File: config.mk
export PLATFORM = sky130hd
export DESIGN_NAME = axi4l_reg_slave_flat
export DESIGN_NICKNAME = d
export VERILOG_FILES = /design/src/rtl/axi4l_pkg.sv /design/src/rtl/axi4l_if.sv /design/src/rtl/axi4l_strb_merge.sv /design/src/rtl/axi4l_reg_slave.sv /design/src/flat_wrapper.sv
export SDC_FILE = /design/constraint.sdc
export NUM_CORES = 2
export LEC_CHECK = 0
export CAP_MARGIN = 20
export CELL_PAD_IN_SITES_DETAIL_PLACEMENT = 0
export CELL_PAD_IN_SITES_GLOBAL_PLACEMENT = 2
export CORE_ASPECT_RATIO = 1.2
export CORE_MARGIN = 2
export CORE_UTILIZATION = 40
export CTS_BUF_LIST = sky130_fd_sc_hd__clkbuf_4 sky130_fd_sc_hd__clkbuf_8
export DETAILED_ROUTE_END_ITERATION = 12
export DONT_BUFFER_PORTS = 1
export PLACE_DENSITY = 0.85
export SLEW_MARGIN = 25
export SYNTH_ARGS = -nofsm -noshare
export SYNTH_HDL_FRONTEND = slang
export SYNTH_SLANG_ARGS = --single-unit
File: constraint.sdc
create_clock -name aclk -period 28.3 [get_ports aclk]
set_clock_uncertainty 0.2 [all_clocks]
set_input_delay 5.66 -clock aclk [delete_from_list [all_inputs] [get_ports aclk]]
set_output_delay 5.66 -clock aclk [all_outputs]
set_load 0.02 [all_outputs]
File: src/rtl/axi4l_pkg.sv
// rtl/axi4l_pkg.sv - AXI4-Lite response codes and register-slave FSM state types
package axi4l_pkg;

  typedef enum logic [1:0] {
    OKAY   = 2'b00,
    EXOKAY = 2'b01,
    SLVERR = 2'b10,
    DECERR = 2'b11
  } axi4l_resp_t;

  typedef enum logic {W_IDLE, W_RESP} axi4l_wstate_t;
  typedef enum logic {R_IDLE, R_DATA} axi4l_rstate_t;

endpackage

File: src/rtl/axi4l_if.sv
// rtl/axi4l_if.sv - AXI4-Lite bus bundle with master/slave modports
interface axi4l_if #(
  parameter int ADDR_WIDTH = 12,
  parameter int DATA_WIDTH = 32
);
  logic [ADDR_WIDTH-1:0]   awaddr;
  logic [2:0]              awprot;
  logic                    awvalid;
  logic                    awready;
  logic [DATA_WIDTH-1:0]   wdata;
  logic [DATA_WIDTH/8-1:0] wstrb;
  logic                    wvalid;
  logic                    wready;
  logic [1:0]              bresp;
  logic                    bvalid;
  logic                    bready;
  logic [ADDR_WIDTH-1:0]   araddr;
  logic [2:0]              arprot;
  logic                    arvalid;
  logic                    arready;
  logic [DATA_WIDTH-1:0]   rdata;
  logic [1:0]              rresp;
  logic                    rvalid;
  logic                    rready;

  modport master (
    output awaddr, awprot, awvalid, input awready,
    output wdata, wstrb, wvalid, input wready,
    input bresp, bvalid, output bready,
    output araddr, arprot, arvalid, input arready,
    input rdata, rresp, rvalid, output rready
  );

  modport slave (
    input awaddr, awprot, awvalid, output awready,
    input wdata, wstrb, wvalid, output wready,
    output bresp, bvalid, input bready,
    input araddr, arprot, arvalid, output arready,
    output rdata, rresp, rvalid, input rready
  );
endinterface

File: src/rtl/axi4l_strb_merge.sv
// rtl/axi4l_strb_merge.sv - byte-strobe merge of new write data over the old register word
module axi4l_strb_merge #(
  parameter int DATA_WIDTH = 32
) (
  input  logic [DATA_WIDTH-1:0]   old_data,
  input  logic [DATA_WIDTH-1:0]   new_data,
  input  logic [DATA_WIDTH/8-1:0] strb,
  output logic [DATA_WIDTH-1:0]   merged
);

  always_comb begin
    merged = old_data;
    for (int k = 0; k < DATA_WIDTH/8; k++) begin
      if (strb[k]) merged[k*8 +: 8] = new_data[k*8 +: 8];
    end
  end

endmodule

File: src/rtl/axi4l_reg_slave.sv
// rtl/axi4l_reg_slave.sv - AXI4-Lite register bank; AXI4L_REG_SLAVE_PROT_CHECK_EN rejects unprivileged accesses
module axi4l_reg_slave
  import axi4l_pkg::*;
#(
  parameter int                    ADDR_WIDTH = 12,
  parameter int                    DATA_WIDTH = 32,
  parameter int                    NUM_REGS   = 16,
  parameter logic [DATA_WIDTH-1:0] RESET_VAL  = '0
) (
  input  logic                           aclk,
  input  logic                           areset,
  axi4l_if.slave                         s_axi,
  output logic [NUM_REGS*DATA_WIDTH-1:0] reg_q,
  output logic [NUM_REGS-1:0]            reg_wr
);

  localparam int STRB_WIDTH = DATA_WIDTH / 8;
  localparam int ADDR_LSB   = $clog2(STRB_WIDTH);
  localparam int IDX_WIDTH  = ADDR_WIDTH - ADDR_LSB;

  axi4l_wstate_t w_state, w_next;
  axi4l_rstate_t r_state, r_next;

  logic                  aw_held, w_held, aw_priv;
  logic [IDX_WIDTH-1:0]  aw_idx, ar_idx;
  logic [DATA_WIDTH-1:0] wdata_q, rdata_q, wr_old, wr_merged, rd_val;
  logic [STRB_WIDTH-1:0] wstrb_q;
  logic [DATA_WIDTH-1:0] regs [NUM_REGS];
  axi4l_resp_t           bresp_q, rresp_q;
  logic                  awready_i, wready_i, bvalid_i, arready_i, rvalid_i;
  logic                  commit, aw_hs, w_hs, b_hs, ar_hs, wr_ok, rd_ok;
  logic                  unused_bits;

  function automatic logic idx_in_range(input logic [IDX_WIDTH-1:0] idx);
    return {1'b0, idx} < (IDX_WIDTH+1)'(NUM_REGS);
  endfunction

  assign ar_idx = s_axi.araddr[ADDR_WIDTH-1:ADDR_LSB];

`ifdef AXI4L_REG_SLAVE_PROT_CHECK_EN
  assign wr_ok = idx_in_range(aw_idx) && aw_priv;
  assign rd_ok = idx_in_range(ar_idx) && s_axi.arprot[0];
`else
  assign wr_ok = idx_in_range(aw_idx);
  assign rd_ok = idx_in_range(ar_idx);
`endif

  assign unused_bits = ^{s_axi.awprot, s_axi.arprot, aw_priv,
                         s_axi.awaddr[ADDR_LSB-1:0], s_axi.araddr[ADDR_LSB-1:0]};

  always_ff @(posedge aclk or posedge areset) begin
    if (areset) begin
      w_state <= W_IDLE;
      r_state <= R_IDLE;
    end else begin
      w_state <= w_next;
      r_state <= r_next;
    end
  end

  // Commit fires one cycle after both AW and W are held, so the later handshake sees a full cycle of setup.
  always_comb begin
    w_next    = w_state;
    commit    = 1'b0;
    awready_i = 1'b0;
    wready_i  = 1'b0;
    bvalid_i  = 1'b0;
    case (w_state)
      W_IDLE: begin
        awready_i = !aw_held;
        wready_i  = !w_held;
        if (aw_held && w_held) begin
          commit = 1'b1;
          w_next = W_RESP;
        end
      end
      W_RESP: begin
        bvalid_i = 1'b1;
        if (s_axi.bready) w_next = W_IDLE;
      end
      default: w_next = W_IDLE;
    endcase
  end

  always_comb begin
    r_next    = r_state;
    arready_i = 1'b0;
    rvalid_i  = 1'b0;
    case (r_state)
      R_IDLE: begin
        arready_i = 1'b1;
        if (s_axi.arvalid) r_next = R_DATA;
      end
      R_DATA: begin
        rvalid_i = 1'b1;
        if (s_axi.rready) r_next = R_IDLE;
      end
      default: r_next = R_IDLE;
    endcase
  end

  assign aw_hs = s_axi.awvalid && awready_i;
  assign w_hs  = s_axi.wvalid && wready_i;
  assign b_hs  = bvalid_i && s_axi.bready;
  assign ar_hs = s_axi.arvalid && arready_i;

  always_comb begin
    rd_val = '0;
    wr_old = '0;
    for (int i = 0; i < NUM_REGS; i++) begin
      if (ar_idx == IDX_WIDTH'(i)) rd_val = regs[i];
      if (aw_idx == IDX_WIDTH'(i)) wr_old = regs[i];
    end
  end

  axi4l_strb_merge #(.DATA_WIDTH(DATA_WIDTH)) u_strb_merge (
    .old_data (wr_old),
    .new_data (wdata_q),
    .strb     (wstrb_q),
    .merged   (wr_merged)
  );

  always_ff @(posedge aclk or posedge areset) begin
    if (areset) begin
      aw_held <= 1'b0;
      w_held  <= 1'b0;
      aw_idx  <= '0;
      aw_priv <= 1'b0;
      wdata_q <= '0;
      wstrb_q <= '0;
      bresp_q <= OKAY;
      reg_wr  <= '0;
      for (int i = 0; i < NUM_REGS; i++) regs[i] <= RESET_VAL;
    end else begin
      reg_wr <= '0;
      if (aw_hs) begin
        aw_held <= 1'b1;
        aw_idx  <= s_axi.awaddr[ADDR_WIDTH-1:ADDR_LSB];
        aw_priv <= s_axi.awprot[0];
      end
      if (w_hs) begin
        w_held  <= 1'b1;
        wdata_q <= s_axi.wdata;
        wstrb_q <= s_axi.wstrb;
      end
      if (commit) begin
        bresp_q <= wr_ok ? OKAY : SLVERR;
        for (int i = 0; i < NUM_REGS; i++) begin
          if (wr_ok && aw_idx == IDX_WIDTH'(i)) begin
            regs[i]   <= wr_merged;
            reg_wr[i] <= 1'b1;
          end
        end
      end
      if (b_hs) begin
        aw_held <= 1'b0;
        w_held  <= 1'b0;
      end
    end
  end

  // Sampling the bank at the AR edge gives a same-edge write's pre-write value.
  always_ff @(posedge aclk or posedge areset) begin
    if (areset) begin
      rdata_q <= '0;
      rresp_q <= OKAY;
    end else if (ar_hs) begin
      rdata_q <= rd_ok ? rd_val : '0;
      rresp_q <= rd_ok ? OKAY : SLVERR;
    end
  end

  assign s_axi.awready = awready_i;
  assign s_axi.wready  = wready_i;
  assign s_axi.bvalid  = bvalid_i;
  assign s_axi.bresp   = bresp_q;
  assign s_axi.arready = arready_i;
  assign s_axi.rvalid  = rvalid_i;
  assign s_axi.rdata   = rdata_q;
  assign s_axi.rresp   = rresp_q;

  for (genvar g = 0; g < NUM_REGS; g++) begin : g_reg_q
    assign reg_q[g*DATA_WIDTH +: DATA_WIDTH] = regs[g];
  end

endmodule
File: src/flat_wrapper.sv
// flat-port wrapper written by rule: the top's interface ports become plain ports
module axi4l_reg_slave_flat import axi4l_pkg::*;
#(
  parameter int                    ADDR_WIDTH = 12,
  parameter int                    DATA_WIDTH = 32,
  parameter int                    NUM_REGS   = 16,
  parameter logic [DATA_WIDTH-1:0] RESET_VAL  = '0
)
  (aclk, areset, reg_q, reg_wr, s_axi_awaddr, s_axi_awprot, s_axi_awvalid, s_axi_awready, s_axi_wdata, s_axi_wstrb, s_axi_wvalid, s_axi_wready, s_axi_bresp, s_axi_bvalid, s_axi_bready, s_axi_araddr, s_axi_arprot, s_axi_arvalid, s_axi_arready, s_axi_rdata, s_axi_rresp, s_axi_rvalid, s_axi_rready);
  axi4l_if #(.ADDR_WIDTH(ADDR_WIDTH), .DATA_WIDTH(DATA_WIDTH)) s_axi_i ();
  input  logic aclk;
  input  logic areset;
  output logic [NUM_REGS*DATA_WIDTH-1:0] reg_q;
  output logic [NUM_REGS-1:0] reg_wr;
  input wire logic [$bits(s_axi_i.awaddr)-1:0] s_axi_awaddr;
  input wire logic [$bits(s_axi_i.awprot)-1:0] s_axi_awprot;
  input wire logic [$bits(s_axi_i.awvalid)-1:0] s_axi_awvalid;
  output wire logic [$bits(s_axi_i.awready)-1:0] s_axi_awready;
  input wire logic [$bits(s_axi_i.wdata)-1:0] s_axi_wdata;
  input wire logic [$bits(s_axi_i.wstrb)-1:0] s_axi_wstrb;
  input wire logic [$bits(s_axi_i.wvalid)-1:0] s_axi_wvalid;
  output wire logic [$bits(s_axi_i.wready)-1:0] s_axi_wready;
  output wire logic [$bits(s_axi_i.bresp)-1:0] s_axi_bresp;
  output wire logic [$bits(s_axi_i.bvalid)-1:0] s_axi_bvalid;
  input wire logic [$bits(s_axi_i.bready)-1:0] s_axi_bready;
  input wire logic [$bits(s_axi_i.araddr)-1:0] s_axi_araddr;
  input wire logic [$bits(s_axi_i.arprot)-1:0] s_axi_arprot;
  input wire logic [$bits(s_axi_i.arvalid)-1:0] s_axi_arvalid;
  output wire logic [$bits(s_axi_i.arready)-1:0] s_axi_arready;
  output wire logic [$bits(s_axi_i.rdata)-1:0] s_axi_rdata;
  output wire logic [$bits(s_axi_i.rresp)-1:0] s_axi_rresp;
  output wire logic [$bits(s_axi_i.rvalid)-1:0] s_axi_rvalid;
  input wire logic [$bits(s_axi_i.rready)-1:0] s_axi_rready;
  assign s_axi_i.awaddr = s_axi_awaddr;
  assign s_axi_i.awprot = s_axi_awprot;
  assign s_axi_i.awvalid = s_axi_awvalid;
  assign s_axi_awready = s_axi_i.awready;
  assign s_axi_i.wdata = s_axi_wdata;
  assign s_axi_i.wstrb = s_axi_wstrb;
  assign s_axi_i.wvalid = s_axi_wvalid;
  assign s_axi_wready = s_axi_i.wready;
  assign s_axi_bresp = s_axi_i.bresp;
  assign s_axi_bvalid = s_axi_i.bvalid;
  assign s_axi_i.bready = s_axi_bready;
  assign s_axi_i.araddr = s_axi_araddr;
  assign s_axi_i.arprot = s_axi_arprot;
  assign s_axi_i.arvalid = s_axi_arvalid;
  assign s_axi_arready = s_axi_i.arready;
  assign s_axi_rdata = s_axi_i.rdata;
  assign s_axi_rresp = s_axi_i.rresp;
  assign s_axi_rvalid = s_axi_i.rvalid;
  assign s_axi_i.rready = s_axi_rready;
  axi4l_reg_slave #(.ADDR_WIDTH(ADDR_WIDTH), .DATA_WIDTH(DATA_WIDTH), .NUM_REGS(NUM_REGS), .RESET_VAL(RESET_VAL)) u_core (.aclk(aclk), .areset(areset), .s_axi(s_axi_i), .reg_q(reg_q), .reg_wr(reg_wr));
endmodule
==> metrics.md <==
| Metric | Value |
|---|---|
| Static leakage | `15.3 nW` |
| Seq/Total Area, Yosys | `46.3%` |
| Latest clock arrival within the worst-skew pair | `0.79 ns` |
| DRT antenna net count | `0` |
| Share of post-route cells with drive strength above 1 | `14.7%` |
| Seq pwr share | `38.5%` |
| Post-cts sizing count | `0` |
| Tightest Pin Transition | `1.24 ns` |
| Share of the synthesized area in the top cell type | `46.3%` |
| # rows | `115` |
| Number of port buffers | `0` |
| GR Layer Usage met1 | `53.9%` |
| Routability cong. | `1.01` |
| Largest net degree at the start of global routing | `151` |
| Grt ovf | `0` |
| Top cells by area, synth | `dfrtp_1, o21ai_0, nand2_1` |
| Clock buffer count from CTS | `107` |
| Fraction of registers with async set/reset | `100%` |
| CP endpoint kind | `flop` |
| CP max FO | `11` |
| Hold Vio Cnt, Final | `0` |
| Final slew viol count | `0` |
| RSZ-0062 raised after global routing | `false` |
| Layout Area Growth over Synthesis | `10.5%` |
| Via/cell ratio | `7.02` |
| Clock network power share | `26.8%` |
| Most Crowded Layer GR | `met2` |
| Library cells used by synthesis | `87` |
| Count leader, synth | `dfrtp_1` |
| Synthesized instance count | `3663` |
| Initial antenna violation count | `13` |
| GR Util met2 | `62.9%` |
| Post-synthesis cell area | `0.0331 sq mm` |
| Placeable Area | `0.0819 sq mm` |
| Status | `complete, no violations` |
| GRT Total Usage | `44.8%` |
| Drt initial violations | `5269` |
| Fmax | `0.115 GHz` |
| Fin nets | `3640` |
| Area of the multi-input gates | `0.0164 sq mm` |
| Cell taking the most area after synthesis | `dfrtp_1` |
| Finished Cell Area | `0.0366 sq mm` |
| Setup tns final | `0 ns` |
| Final setup fails | `0` |
| Post-CTS Setup Bufs | `0` |
| Die height | `319 um` |
| Psw | `1.64 mW` |
| Ports | `642` |
| VDD IR max | `61.3 uV` |
| Switching share of power | `46.9%` |
| Number of H-tree levels | `3` |
| PD cells | `95.7 mW/mm^2` |
| CTS tree | `built` |
| Seq. cell area | `0.0153 sq mm` |
| GRT met3 Usage | `22.4%` |
| Syn Area/Cell | `9.03 sq um` |
| Crit Path Category | `primary input to flop` |
| Yosys warns | `0` |
| Critical Path RT | `28.77 ns` |
| Synth cell count leaders | `dfrtp_1, nand2_1, o21ai_0` |
| Fill cells | `7963` |
| EDFF count, synth | `0` |
| Area of the die | `0.0850 sq mm` |
| Clk slew on worst S/H paths | `0.07 ns` |
| Clk sink count | `612` |
| Arr. time, crit path | `9.18 ns` |
| Minimum clock period | `8.71 ns` |
| Normalized max-slew margin | `17.3%` |
| Yosys reg bits | `612` |
| DRC errors left | `0` |
| Part of the cycle the worst path needs | `30.8%` |
| Cts hold-fix bufs | `0` |
| First-pass detailed-route iteration total | `7` |
| Clock Tree Root | `clkbuf_8` |
| First-pass GRT wire length | `265000 um` |
| Min-delay worst type | `flop to flop` |
| Ys flop type | `dfrtp_1` |
| Max-cap violation count | `0` |
| Initial Util | `40.4%` |
| Via Count | `33100` |
| WL final | `195000 um` |
| Routed wire length per instance | `41.4 um` |
| Dpl hpwl | `139000 um` |
| Comb pwr share | `34.8%` |
| CP Launch Type | `primary input` |
| Post-DP Area | `0.0340 sq mm` |
| Int Pwr | `1.86 mW` |
| CTS max path bufs | `3` |
| Vias in the first global route | `30200` |
| Die W | `266 um` |
-- registers in the layout, summed over array words and instances, names as in the netlist --
signal	count
u_core.aw_held	1
u_core.aw_idx	10
u_core.r_state	1
u_core.reg_q	512
u_core.reg_wr	16
u_core.s_axi.bresp	1
u_core.s_axi.rdata	32
u_core.s_axi.rresp	1
u_core.w_held	1
u_core.w_state	1
u_core.wdata_q	32
u_core.wstrb_q	4
-- critical path, stage by stage --
cell and delay, ns:
or4_1 1.00, nor3_4 0.84, buf_4 0.36, nand2_1 0.27, o2111ai_1 0.50, a31oi_1 0.22, a221o_1 0.29
-- power groups by stage --
stage	registers, mW	logic (mW)	clock network [mW]
floorplan	1.21	0.719	0
global placement	1.35	1.13	0
detailed placement	1.35	1.14	0
CTS	1.33	1.14	0.936
global route	1.35	1.23	0.978
finish	1.35	1.22	0.937
-- final timing paths --
check                                   start                     end  slack, ns  cells past startpoint
max reg2reg                  u_core.aw_idx[0]       u_core.reg_q[250]      22.94                      9
max in group asynchronous              areset        u_core.reg_q[26]      20.60                      4
min                        u_core.wdata_q[31]      u_core.wdata_q[31]       0.31                      1
min in group asynchronous              areset       u_core.wdata_q[3]       4.51                      1
min reg2reg                u_core.wdata_q[31]      u_core.wdata_q[31]       0.31                      1
max                           s_axi_araddr[6]  u_core.s_axi.rdata[16]      19.59                      7
-- cell type report --
| class | instances | share of cell area, % |
|---|---|---|
| Antenna cell | 7 | 0.0479 |
| Tap cell | 1053 | 3.60 |
| Clock inverter | 25 | 0.753 |
| Sequential cell | 612 | 41.9 |
| Timing Repair Buffer | 122 | 2.66 |
| Inverter | 42 | 0.452 |
| Multi-Input combinational cell | 2682 | 44.7 |
| Clock buffer | 168 | 5.83 |
-- cell usage in the layout (no fill, tap or decap), types with 48 or more instances in the layout --
cell and n:
nor2_1 316, mux2_2 83, o22ai_1 60, a22oi_1 75
mux2i_1 91, buf_4 118, dfrtp_1 608, nand2_1 543
o31ai_1 48, clkbuf_8 139, o21ai_0 533, nor3_1 50
a21oi_1 217
-- stage by stage --
stage / hold WS, ns / total power, mW / setup slack (ns) / instances / util [%]
after floorplan: 0.272 / 1.93 / 5.30 / 3664 / -
after global placement: 0.284 / 2.47 / 18.84 / 4509 / 41.6
after detailed placement: 0.296 / 2.49 / 18.83 / 4509 / 41.6
after CTS: 0.318 / 3.41 / 19.60 / 4702 / 44.5
after global routing: 0.321 / 3.56 / 19.69 / 4708 / 44.6
final: 0.314 / 3.50 / 19.59 / 4711 / 44.7
-- logic make-up (layout without fill, tap and decap cells) --
logic type	after synthesis	after routing	synth area share [%]
compound gates	1315	1315	25.0
simple gates	1148	1148	15.3
flops	612	612	46.3
buf+inv	370	357	4.91
mux	217	217	8.46
other cells	1	9	0.0113
-- routing by layer --
metal | share of wire [%] | routed length, um
met1 | 35 | 67300
met2 | 41 | 79500
met3 | 16 | 32200
met4 | 8.2 | 16000
met5 | 0.035 | 69
Note: power is estimated with default switching activity, not from simulation.
